### src/rtl/mmio_pkg.sv
// Shared constants and address-region decode for the MMIO store buffer.
package mmio_pkg;
  localparam logic [3:0] OFF_DATA   = 4'h0;
  localparam logic [3:0] OFF_STATUS = 4'h4;
  localparam logic [3:0] OFF_STATS  = 4'h8;

  localparam int ST_EMPTY   = 0;
  localparam int ST_FULL    = 1;
  localparam int ST_OVF     = 2;
  localparam int ST_CNT_LSB = 8;

  typedef enum logic [1:0] {REG_RAM, REG_IO, REG_UNMAPPED} region_t;

  // Window is 16 bytes starting at base; everything below is RAM.
  function automatic region_t decode_region(input logic [31:0] adr, input logic [31:0] base);
    if (adr < base)                return REG_RAM;
    else if ((adr - base) < 32'd16) return REG_IO;
    else                           return REG_UNMAPPED;
  endfunction
endpackage

### src/rtl/sync_fifo.sv
// Registered-output synchronous FIFO; a full FIFO still accepts a push when it pops in the same cycle.
module sync_fifo #(
  parameter int DEPTH = 8,
  parameter int W     = 32
) (
  input  logic                     clk,
  input  logic                     rst_n,
  input  logic                     push,
  input  logic                     pop,
  input  logic [W-1:0]             din,
  output logic [W-1:0]             dout,
  output logic                     full,
  output logic                     empty,
  output logic [$clog2(DEPTH):0]   count,
  output logic                     push_ok
);
  localparam int AW = $clog2(DEPTH);

  logic [DEPTH-1:0][W-1:0] mem_q, mem_d;
  logic [AW-1:0]           rd_ptr_q, rd_ptr_d, wr_ptr_q, wr_ptr_d;
  logic [AW:0]             count_q, count_d;
  logic                    do_pop;

  assign full    = (count_q == (AW+1)'(DEPTH));
  assign empty   = (count_q == '0);
  assign count   = count_q;
  assign dout    = mem_q[rd_ptr_q];
  assign do_pop  = pop && !empty;
  assign push_ok = push && (!full || do_pop);

  always_comb begin
    mem_d    = mem_q;
    rd_ptr_d = rd_ptr_q;
    wr_ptr_d = wr_ptr_q;
    count_d  = count_q;
    if (push_ok) begin
      mem_d[wr_ptr_q] = din;
      wr_ptr_d        = wr_ptr_q + AW'(1);
    end
    if (do_pop) rd_ptr_d = rd_ptr_q + AW'(1);
    if (push_ok && !do_pop)      count_d = count_q + (AW+1)'(1);
    else if (!push_ok && do_pop) count_d = count_q - (AW+1)'(1);
  end

  always_ff @(posedge clk or negedge rst_n) begin
    if (!rst_n) begin
      mem_q    <= '0;
      rd_ptr_q <= '0;
      wr_ptr_q <= '0;
      count_q  <= '0;
    end else begin
      mem_q    <= mem_d;
      rd_ptr_q <= rd_ptr_d;
      wr_ptr_q <= wr_ptr_d;
      count_q  <= count_d;
    end
  end
endmodule

### src/rtl/mmio_store_buffer.sv
// Data-port decode, read mux and MMIO store FIFO with sticky overflow.
// Optional drained-word counter at +8 when MMIO_STATS_EN is defined.
module mmio_store_buffer
  import mmio_pkg::*;
#(
  parameter int          DEPTH   = 8,
  parameter logic [31:0] IO_BASE = 32'h0000_1000
) (
  input  logic        clk,
  input  logic        reset,
  input  logic        MemWrite,
  input  logic [31:0] DataAdr,
  input  logic [31:0] WriteData,
  output logic [31:0] ReadData,
  output logic        ram_we,
  input  logic [31:0] ram_rd,
  output logic        periph_valid,
  output logic [31:0] periph_data,
  input  logic        periph_ready
);
  localparam int AW = $clog2(DEPTH);

  region_t         region;
  logic [3:0]      off;
  logic            io_wr, push_req, stat_wr, pop, push_ok;
  logic            full, empty;
  logic [AW:0]     count;
  logic            ovf_q, ovf_d;
  logic [31:0]     status, stats_rd;

  assign region   = decode_region(DataAdr, IO_BASE);
  // Window is 16-byte aligned, so the low nibble is the register offset.
  assign off      = DataAdr[3:0];
  assign io_wr    = MemWrite && (region == REG_IO);
  assign push_req = io_wr && (off == OFF_DATA);
  assign stat_wr  = io_wr && (off == OFF_STATUS);
  assign ram_we   = MemWrite && (region == REG_RAM);

  assign periph_valid = !empty;
  assign pop          = periph_valid && periph_ready;

  sync_fifo #(.DEPTH(DEPTH), .W(32)) u_fifo (
    .clk     (clk),
    .rst_n   (reset),
    .push    (push_req),
    .pop     (pop),
    .din     (WriteData),
    .dout    (periph_data),
    .full    (full),
    .empty   (empty),
    .count   (count),
    .push_ok (push_ok)
  );

  // Rejected push beats a STATUS clear in the same cycle.
  always_comb begin
    ovf_d = ovf_q;
    if (stat_wr)              ovf_d = 1'b0;
    if (push_req && !push_ok) ovf_d = 1'b1;
  end

  always_ff @(posedge clk or negedge reset) begin
    if (!reset) ovf_q <= 1'b0;
    else        ovf_q <= ovf_d;
  end

`ifdef MMIO_STATS_EN
  logic [31:0] stats_q, stats_d;
  logic        stats_wr;

  assign stats_wr = io_wr && (off == OFF_STATS);

  // Clear then count, so clear+pop in one cycle leaves 1.
  always_comb begin
    stats_d = stats_q;
    if (stats_wr) stats_d = '0;
    if (pop)      stats_d = stats_d + 32'd1;
  end

  always_ff @(posedge clk or negedge reset) begin
    if (!reset) stats_q <= '0;
    else        stats_q <= stats_d;
  end

  assign stats_rd = stats_q;
`else
  assign stats_rd = '0;
`endif

  always_comb begin
    status                      = '0;
    status[ST_EMPTY]            = empty;
    status[ST_FULL]             = full;
    status[ST_OVF]              = ovf_q;
    status[ST_CNT_LSB +: 8]     = 8'(count);
  end

  always_comb begin
    ReadData = '0;
    case (region)
      REG_RAM: ReadData = ram_rd;
      REG_IO: begin
        if (off == OFF_STATUS)     ReadData = status;
        else if (off == OFF_STATS) ReadData = stats_rd;
      end
      default: ReadData = '0;
    endcase
  end
endmodule

### config.mk
export PLATFORM = sky130hd
export DESIGN_NAME = mmio_store_buffer
export DESIGN_NICKNAME = d
export VERILOG_FILES = /design/src/rtl/mmio_pkg.sv /design/src/rtl/sync_fifo.sv /design/src/rtl/mmio_store_buffer.sv
export SDC_FILE = /design/constraint.sdc
export NUM_CORES = 1
export LEC_CHECK = 0
export ABC_AREA = 1
export CAP_MARGIN = 30
export CORE_MARGIN = 3
export CORE_UTILIZATION = 60
export CTS_BUF_LIST = sky130_fd_sc_hd__clkbuf_4
export DETAILED_ROUTE_END_ITERATION = 10
export GPL_TIMING_DRIVEN = 0
export PLACE_DENSITY = 0.83
export SYNTH_ARGS = -nofsm -noshare
export SYNTH_HDL_FRONTEND = slang
export SYNTH_HIERARCHICAL = 1
export SYNTH_SLANG_ARGS = --single-unit
### constraint.sdc
create_clock -name clk -period 8.02 [get_ports clk]
set_input_delay 2.406 -clock clk [delete_from_list [all_inputs] [get_ports clk]]
set_output_delay 2.406 -clock clk [all_outputs]
set_load 0.005 [all_outputs]
==> flow_metrics.tcl, run 1 <==
set metrics [dict create \
    outcome "completed" \
    clkLatencyLatePin_ns 0.69 \
    ioPinCount 166 \
    drtPass1Iterations 7 \
    synth.area.top_cells "dfrtp_1 46%, nand2_1 21%, nand4_1 11%" \
    fmax_mhz 136 \
    max-vdd-ir-drop_uv 113 \
    finalNonFillerCells 2631 \
    clkSinkCount 267 \
    port_buffers 133 \
    die_y_um 162 \
    cp_top_family "simple AND/OR/NAND/NOR gates" \
    clockBufferDepth 3 \
    avgSynthCellArea_um2 7.09 \
    powerDensity_mw_per_mm2 154 \
    fillers 2018 \
    critPathCaptureType "output pin" \
    synth_edf_count 0 \
    area_delta_synth_final_pct 18.1 \
    synth_top_area_share_pct 45.7 \
    worst_pin_slew_ns 0.796 \
    wirelength_um 50400 \
    seqPwrFrac_pct 50.5 \
    p_int_mw 2.03 \
    route.detailed.drc 0 \
    cts_hold_buf 0 \
    vias 15783 \
    nNetsFinal 2378 \
    ys_warn_count 6 \
    p_clk_share_pct 44.8 \
    synth_most_common_cell "nand2_1" \
    cts_setup_buffers 0 \
    netlist_instances 2063 \
    synthArstFlopShare_pct 100 \
    swShare_pct 23.9 \
    gr-total-overflow 0 \
    cap_violations 0 \
    yosysSeqAreaShare_pct 45.7 \
    grt_max_degree 128 \
    place_inst 2517 \
    slowest_delay_ns 0.57 \
    cp.required_ns 5.61 \
    critical_path_buf_inv_count 3 \
    netSwitchingPower_mw 0.638 \
    synth_flop_cell "dfrtp_1" \
    grt_pass1_vias 15147 \
    synth_nets 2169 \
    ant_nets 0 \
    setup_ws_ns 0.666 \
    cts.clk_slew.worst_paths_ns 0.05 \
    grt_first_pass_wirelength_um 78900 \
    final.period_utilization_pct 91.7 \
    max_slew_margin_pct 46.9 \
    gp_congestion 0.993 \
    wl_per_cell_um 19.2 \
    min_period_ns 7.35 \
    viasPerCell 6.00 \
    worstPathMaxFanout 9 \
    cts_buffers 72 \
    cp_cell_sequence "clkdlybuf4s50_1, nor2_1, nand2_2, nor2_4, nand3_1, nand2_1, nand3_2, inv_2, nand3_2, nor2_4, nand3_1, o21ai_1, clkdlybuf4s50_1" \
    finalClockSkew_ns 0.0345 \
    synthDistinctLibCells 32 \
    path_class "in2out" \
    min_path_type "reg2reg" \
    synth_area_mm2 0.0146 \
    dp_hpwl_um 36500 \
    drt_iter0_drc 2252 \
    initial_core_util_pct 61.7 \
    drv_slew 0 \
    power_frac_comb_pct 4.6 \
    drive_above_1_share_pct 9.65 \
    cts_tree "done" \
    synth_common_cells "837 x nand2_1, 267 x dfrtp_1, 259 x nand4_1, 230 x nor2_1, 125 x o21ai_0" \
    htreeDepth 3 \
    cts_resized 0 \
    cpMaxStageDelayCell "clkdlybuf4s50_1" \
    grt_use_total_pct 38.0 \
    num_rows 56 \
    root_buffer "clkbuf_4" \
    post-place-ws_ns 0.680 \
    rsz0062_at_grt "no" \
    die_area_mm2 0.0263 \
    antenna_found_initial 1 \
    post-synth-top-area-cell "dfrtp_1" \
    cp-start-kind "input port" \
    setup_viol 0 \
    arrival_ns 4.95 \
    die_w_um 162 \
    final_core_util_pct 72.9 \
    synth.ff_latch_count 267 \
    hold_violations 0 \
    p_leak_nw 9.24 \
    core_mm2 0.0237 \
]
-- area by class of cell --
cell class              count  area [um^2]  share of cell area [%]
diodes                      1         2.50                  0.0145
plain buffers             190          823                    4.77
clock buffers             101          758                    4.39
clock inverters            12          101                   0.587
inverters                  73          274                    1.59
multi-input cells        1533         6840                    39.6
flip-flops and latches    267         6680                    38.7
well taps                 319          399                    2.31
repair buffers            135         1390                    8.05
-- routing by layer --
metal | routed length, um | track usage, % | up-vias
met2 | 23300 | 60.6 | 1084
met3 | 6450 | 11.8 | 175
met5 | 0 | 0 | -
met4 | 1940 | 14.8 | 0
met1 | 18700 | 48.9 | 7372
li1 | - | - | 7152
-- logic make-up (layout without fill, tap and decap cells) --
family / count (synthesis) / count (layout) / synth area share, %
other cells: 0 / 1 / 0
simple gates: 1379 / 1379 / 40.9
fa+ha+maj: 6 / 6 / 0.565
buf+inv: 263 / 511 / 7.50
compound gates: 141 / 141 / 4.83
xor+xnor: 7 / 7 / 0.471
flops: 267 / 267 / 45.7
-- cell usage in the layout, fill, tap and decap left out, types with 2 or more instances in the layout --
| cell | Yosys | layout |
|---|---|---|
| nand2_1 | 837 | 837 |
| nor2_1 | 230 | 230 |
| ha_1 | 5 | 5 |
| o21ai_1 | 15 | 15 |
| nor4_1 | 2 | 2 |
| buf_1 | 14 | 14 |
| nand3_1 | 28 | 28 |
| bufinv_16 | 0 | 2 |
| dfrtp_1 | 267 | 267 |
| clkbuf_2 | 30 | 30 |
| nor2_2 | 3 | 3 |
| clkdlybuf4s50_1 | 0 | 132 |
| nand4_1 | 259 | 259 |
| inv_2 | 6 | 9 |
| nor3_1 | 2 | 2 |
| o21ai_0 | 125 | 125 |
| xnor2_1 | 4 | 4 |
| nand3_2 | 3 | 3 |
| nor2_4 | 5 | 5 |
| clkinv_1 | 0 | 6 |
| clkbuf_4 | 0 | 101 |
| xor2_1 | 2 | 2 |
| inv_1 | 67 | 67 |
| clkbuf_1 | 88 | 88 |
| buf_16 | 0 | 2 |
| buf_2 | 58 | 58 |
| nand2_2 | 3 | 3 |
-- worst register-to-register path, stage by stage, from the launching register on --
cell      delay, ns
dfrtp_1        0.47
nor2_1         0.16
nand3_1        0.11
inv_1          0.11
nor2_1         0.06
nand3b_1       0.35
buf_2          0.31
nand2_1        0.16
inv_1          0.16
ha_1           0.26
inv_1          0.14
ha_1           0.27
or2_2          0.30
nand3_1        0.08
nand2_1        0.05
nand2_1        0.05
nand2_1        0.05
-- sequential cells by signal, indices dropped and copies added (netlist names) --
| register | cells |
|---|---|
| u_fifo/wr_ptr_q | 3 |
| u_fifo/count | 4 |
| u_fifo/mem_q | 256 |
| ovf_q | 1 |
| u_fifo/rd_ptr_q | 3 |
-- stage by stage --
step | total power [mW] | hold slack, ns | TNS [ns] | instance area (um^2)
final | 2.66 | 0.468 | 0 | 17300
after global routing | 2.77 | 0.482 | 0 | 17300
after global placement | 1.49 | 0.448 | -1816.52 | 16400
after CTS | 2.68 | 0.467 | 0 | 17300
after detailed placement | 1.49 | 0.453 | 0 | 16400
after floorplan | 1.41 | 0.437 | 0 | 14600
-- power groups by stage --
stage	sequential [mW]	combinational (mW)	clock (mW)
after CTS	1.35	0.123	1.21
after detailed placement	1.37	0.123	0
after floorplan	1.37	0.0352	0
after global placement	1.37	0.118	0
final	1.35	0.123	1.20
after global routing	1.35	0.133	1.29
-- path summary, 6_finish.rpt --
check	slack (ns)	to	from	cells after the start
max	0.67	ReadData[2]	DataAdr[16]	13
min	0.47	u_fifo/mem_q[121]	u_fifo/mem_q[121]	2
max reg2reg	4.81	u_fifo/count[3]	u_fifo/count[0]	16
min reg2reg	0.47	u_fifo/mem_q[121]	u_fifo/mem_q[121]	2
max in group asynchronous	5.01	u_fifo/mem_q[252]	reset	3
min in group asynchronous	1.60	u_fifo/mem_q[112]	reset	1
(Power assumes the default switching activity.)
==> run 2: changes to the inputs <==
Settings changed: ABC_AREA 1 to unset, PLACE_DENSITY 0.83 to 0.85.
==> flow_metrics.tcl, run 2 <==
set metrics [dict create \
    final_common_cell "mux2_2" \
    nNetsFinal 1135 \
    cap_violations 0 \
    grt_first_pass_wirelength_um 44300 \
    ioPinCount 166 \
    area_delta_synth_final_pct 22.9 \
    drtPass1Iterations 4 \
    die_area_mm2 0.0229 \
    synth_top_area_share_pct 52.7 \
    wirelength_um 28600 \
    root_buffer "clkbuf_4" \
    synth_nets 894 \
    fillers 1340 \
    max_slew_margin_pct 40.6 \
    port_buffers 165 \
    critPathCaptureType "output pin" \
    p_leak_nw 7.53 \
    synth.area.top_cells "dfrtp_1 53%, mux2_2 24%, mux4_2 11%" \
    ff2ff_path_depth 11 \
    dp_hpwl_um 19100 \
    whs_endpoint "u_fifo/mem_q[197]" \
    cts_resized 0 \
    min_from "u_fifo/mem_q[197]" \
    rsz0062_at_grt "no" \
    final_cell_mix "272 x mux2_2, 267 x dfrtp_1, 164 x clkdlybuf4s50_1" \
    regMostFlops "u_fifo/mem_q" \
    num_rows 52 \
    max-vdd-ir-drop_uv 124 \
    arrival_ns 4.94 \
    synthArstFlopShare_pct 100 \
    wl_per_cell_um 21.3 \
    outcome "completed" \
    viasPerCell 5.83 \
    min_path_type "reg2reg" \
    cts_setup_buffers 0 \
    route.detailed.drc 0 \
    powerDensity_mw_per_mm2 164 \
    synth_edf_count 0 \
    final.period_utilization_pct 91.6 \
    cts.clk_slew.worst_paths_ns 0.06 \
    synth_flop_cell "dfrtp_1" \
    cp.required_ns 5.61 \
    netlist_instances 788 \
    cp-start-kind "input port" \
    gr-total-overflow 0 \
    htreeDepth 3 \
    p_total_mw 2.56 \
    synthDistinctLibCells 50 \
    drv_slew 0 \
    synth.ff_latch_count 267 \
    synth_area_mm2 0.0127 \
    vias 7814 \
    yosysSeqAreaShare_pct 52.7 \
    synth_most_common_cell "mux2_2" \
    clockBufferDepth 3 \
    rrSetupSlack_ns 4.52 \
    worstPathMaxFanout 10 \
    ys_warn_count 6 \
    cts_tree "done" \
    antenna_found_initial 1 \
    clkLatencyLatePin_ns 0.70 \
    hold_violations 0 \
    largest_reg_flops 256 \
    r2r_start "u_fifo/count[0]" \
    fmax_mhz 136 \
    grt_max_degree 107 \
    finalClockSkew_ns 0.0473 \
    clkSinkCount 267 \
    min_period_ns 7.34 \
    grt_use_total_pct 25.7 \
    worst_pin_slew_ns 0.890 \
    whs_path_depth 1 \
    drt_iter0_drc 467 \
    avgSynthCellArea_um2 16.1 \
    die_w_um 151 \
    grt_pass1_vias 8365 \
    core_mm2 0.0205 \
    synth_common_cells "272 x mux2_2, 267 x dfrtp_1, 64 x mux4_2, 20 x and2_1, 19 x mux2_1" \
    r2r_end "u_fifo/count[3]" \
    setup_viol 0 \
    post-synth-top-area-cell "dfrtp_1" \
    cts_buffers 70 \
    die_y_um 151 \
    path_class "in2out" \
    cts_hold_buf 0 \
    drive_above_1_share_pct 46.9 \
    initial_core_util_pct 61.9 \
    setup_tns_ns 0 \
    gp_congestion 0.745 \
    ant_nets 0 \
]
[run 2: cell count changes in the layout (fill, tap and decap cells not counted), moves of 29 or more]
cell | before | now
inv_1 | 67 | 7
o21ai_0 | 125 | 2
nand4_1 | 259 | 1
nor2_1 | 230 | 5
nand2_1 | 837 | 3
clkbuf_1 | 88 | 13
clkdlybuf4s50_1 | 132 | 164
mux4_2 | 0 | 64
buf_2 | 58 | 11
clkbuf_2 | 30 | 1
mux2_2 | 0 | 272
[run 2: worst max-delay path, stage by stage]
cell and delay, ns:
clkdlybuf4s50_1 0.46, nor4_1 0.40, nand4_2 0.20, nor4_4 0.56
buf_6 0.20, and2_1 0.20, clkdlybuf4s50_1 0.52
[run 2: metal layers]
| layer | track usage, % | share of wire (%) | vias to the layer above | wire length [um] |
|---|---|---|---|---|
| li1 | - | - | 3497 | - |
| met5 | 0 | 0 | - | 0 |
| met2 | 43.7 | 51 | 239 | 14500 |
| met4 | 9.43 | 2.1 | 0 | 606 |
| met3 | 5.63 | 6.5 | 44 | 1850 |
| met1 | 32.6 | 41 | 4034 | 11600 |
[run 2: metrics by stage]
step	cell area [um^2]	worst slack, ns	cells	util [%]	hold WS (ns)
global route	15600	0.564	1341	76.0	0.506
global placement	14700	-6.82	1223	71.6	0.468
CTS	15600	0.643	1338	76.0	0.493
floorplan	12700	1.99	788	-	0.459
detailed placement	14700	0.660	1226	71.9	0.480
finish	15600	0.675	1341	76.0	0.488
[run 2: layout make-up]
type / instances / area [um^2] / area share (%)
Buffer: 49 / 340 / 2.18
Clock buffer: 100 / 751 / 4.82
Timing Repair Buffer: 169 / 1730 / 11.1
Antenna cell: 2 / 5.00 / 0.0321
Multi-Input combinational cell: 465 / 5630 / 36.1
Tap cell: 270 / 338 / 2.17
Inverter: 7 / 26.3 / 0.169
Sequential cell: 267 / 6680 / 42.9
Clock inverter: 12 / 76.3 / 0.490
[run 2: where the power goes]
part           internal (mW)  switching [mW]
Combinational         0.0487          0.0527
Sequential              1.35   0.00000000408
Clock                  0.599           0.515
Total                   1.99           0.568
[run 2: how the worst max path moves through the flow]
stage	startpoint	end	depth (start not counted)
finish	DataAdr[28]	ReadData[20]	7
global route	DataAdr[28]	ReadData[20]	7
CTS	DataAdr[28]	ReadData[20]	7
detailed placement	DataAdr[28]	ReadData[20]	7
global placement	reset	u_fifo/mem_q[206]	1
floorplan	DataAdr[28]	ReadData[15]	5
[run 2: cell families after synthesis]
| logic type | Yosys count | synth area share [%] |
|---|---|---|
| fa+ha+maj | 6 | 0.651 |
| compound gates | 31 | 2.46 |
| buf+inv | 56 | 2.89 |
| xor+xnor | 6 | 0.414 |
| simple gates | 66 | 3.61 |
| mux | 356 | 37.3 |
| flops | 267 | 52.7 |
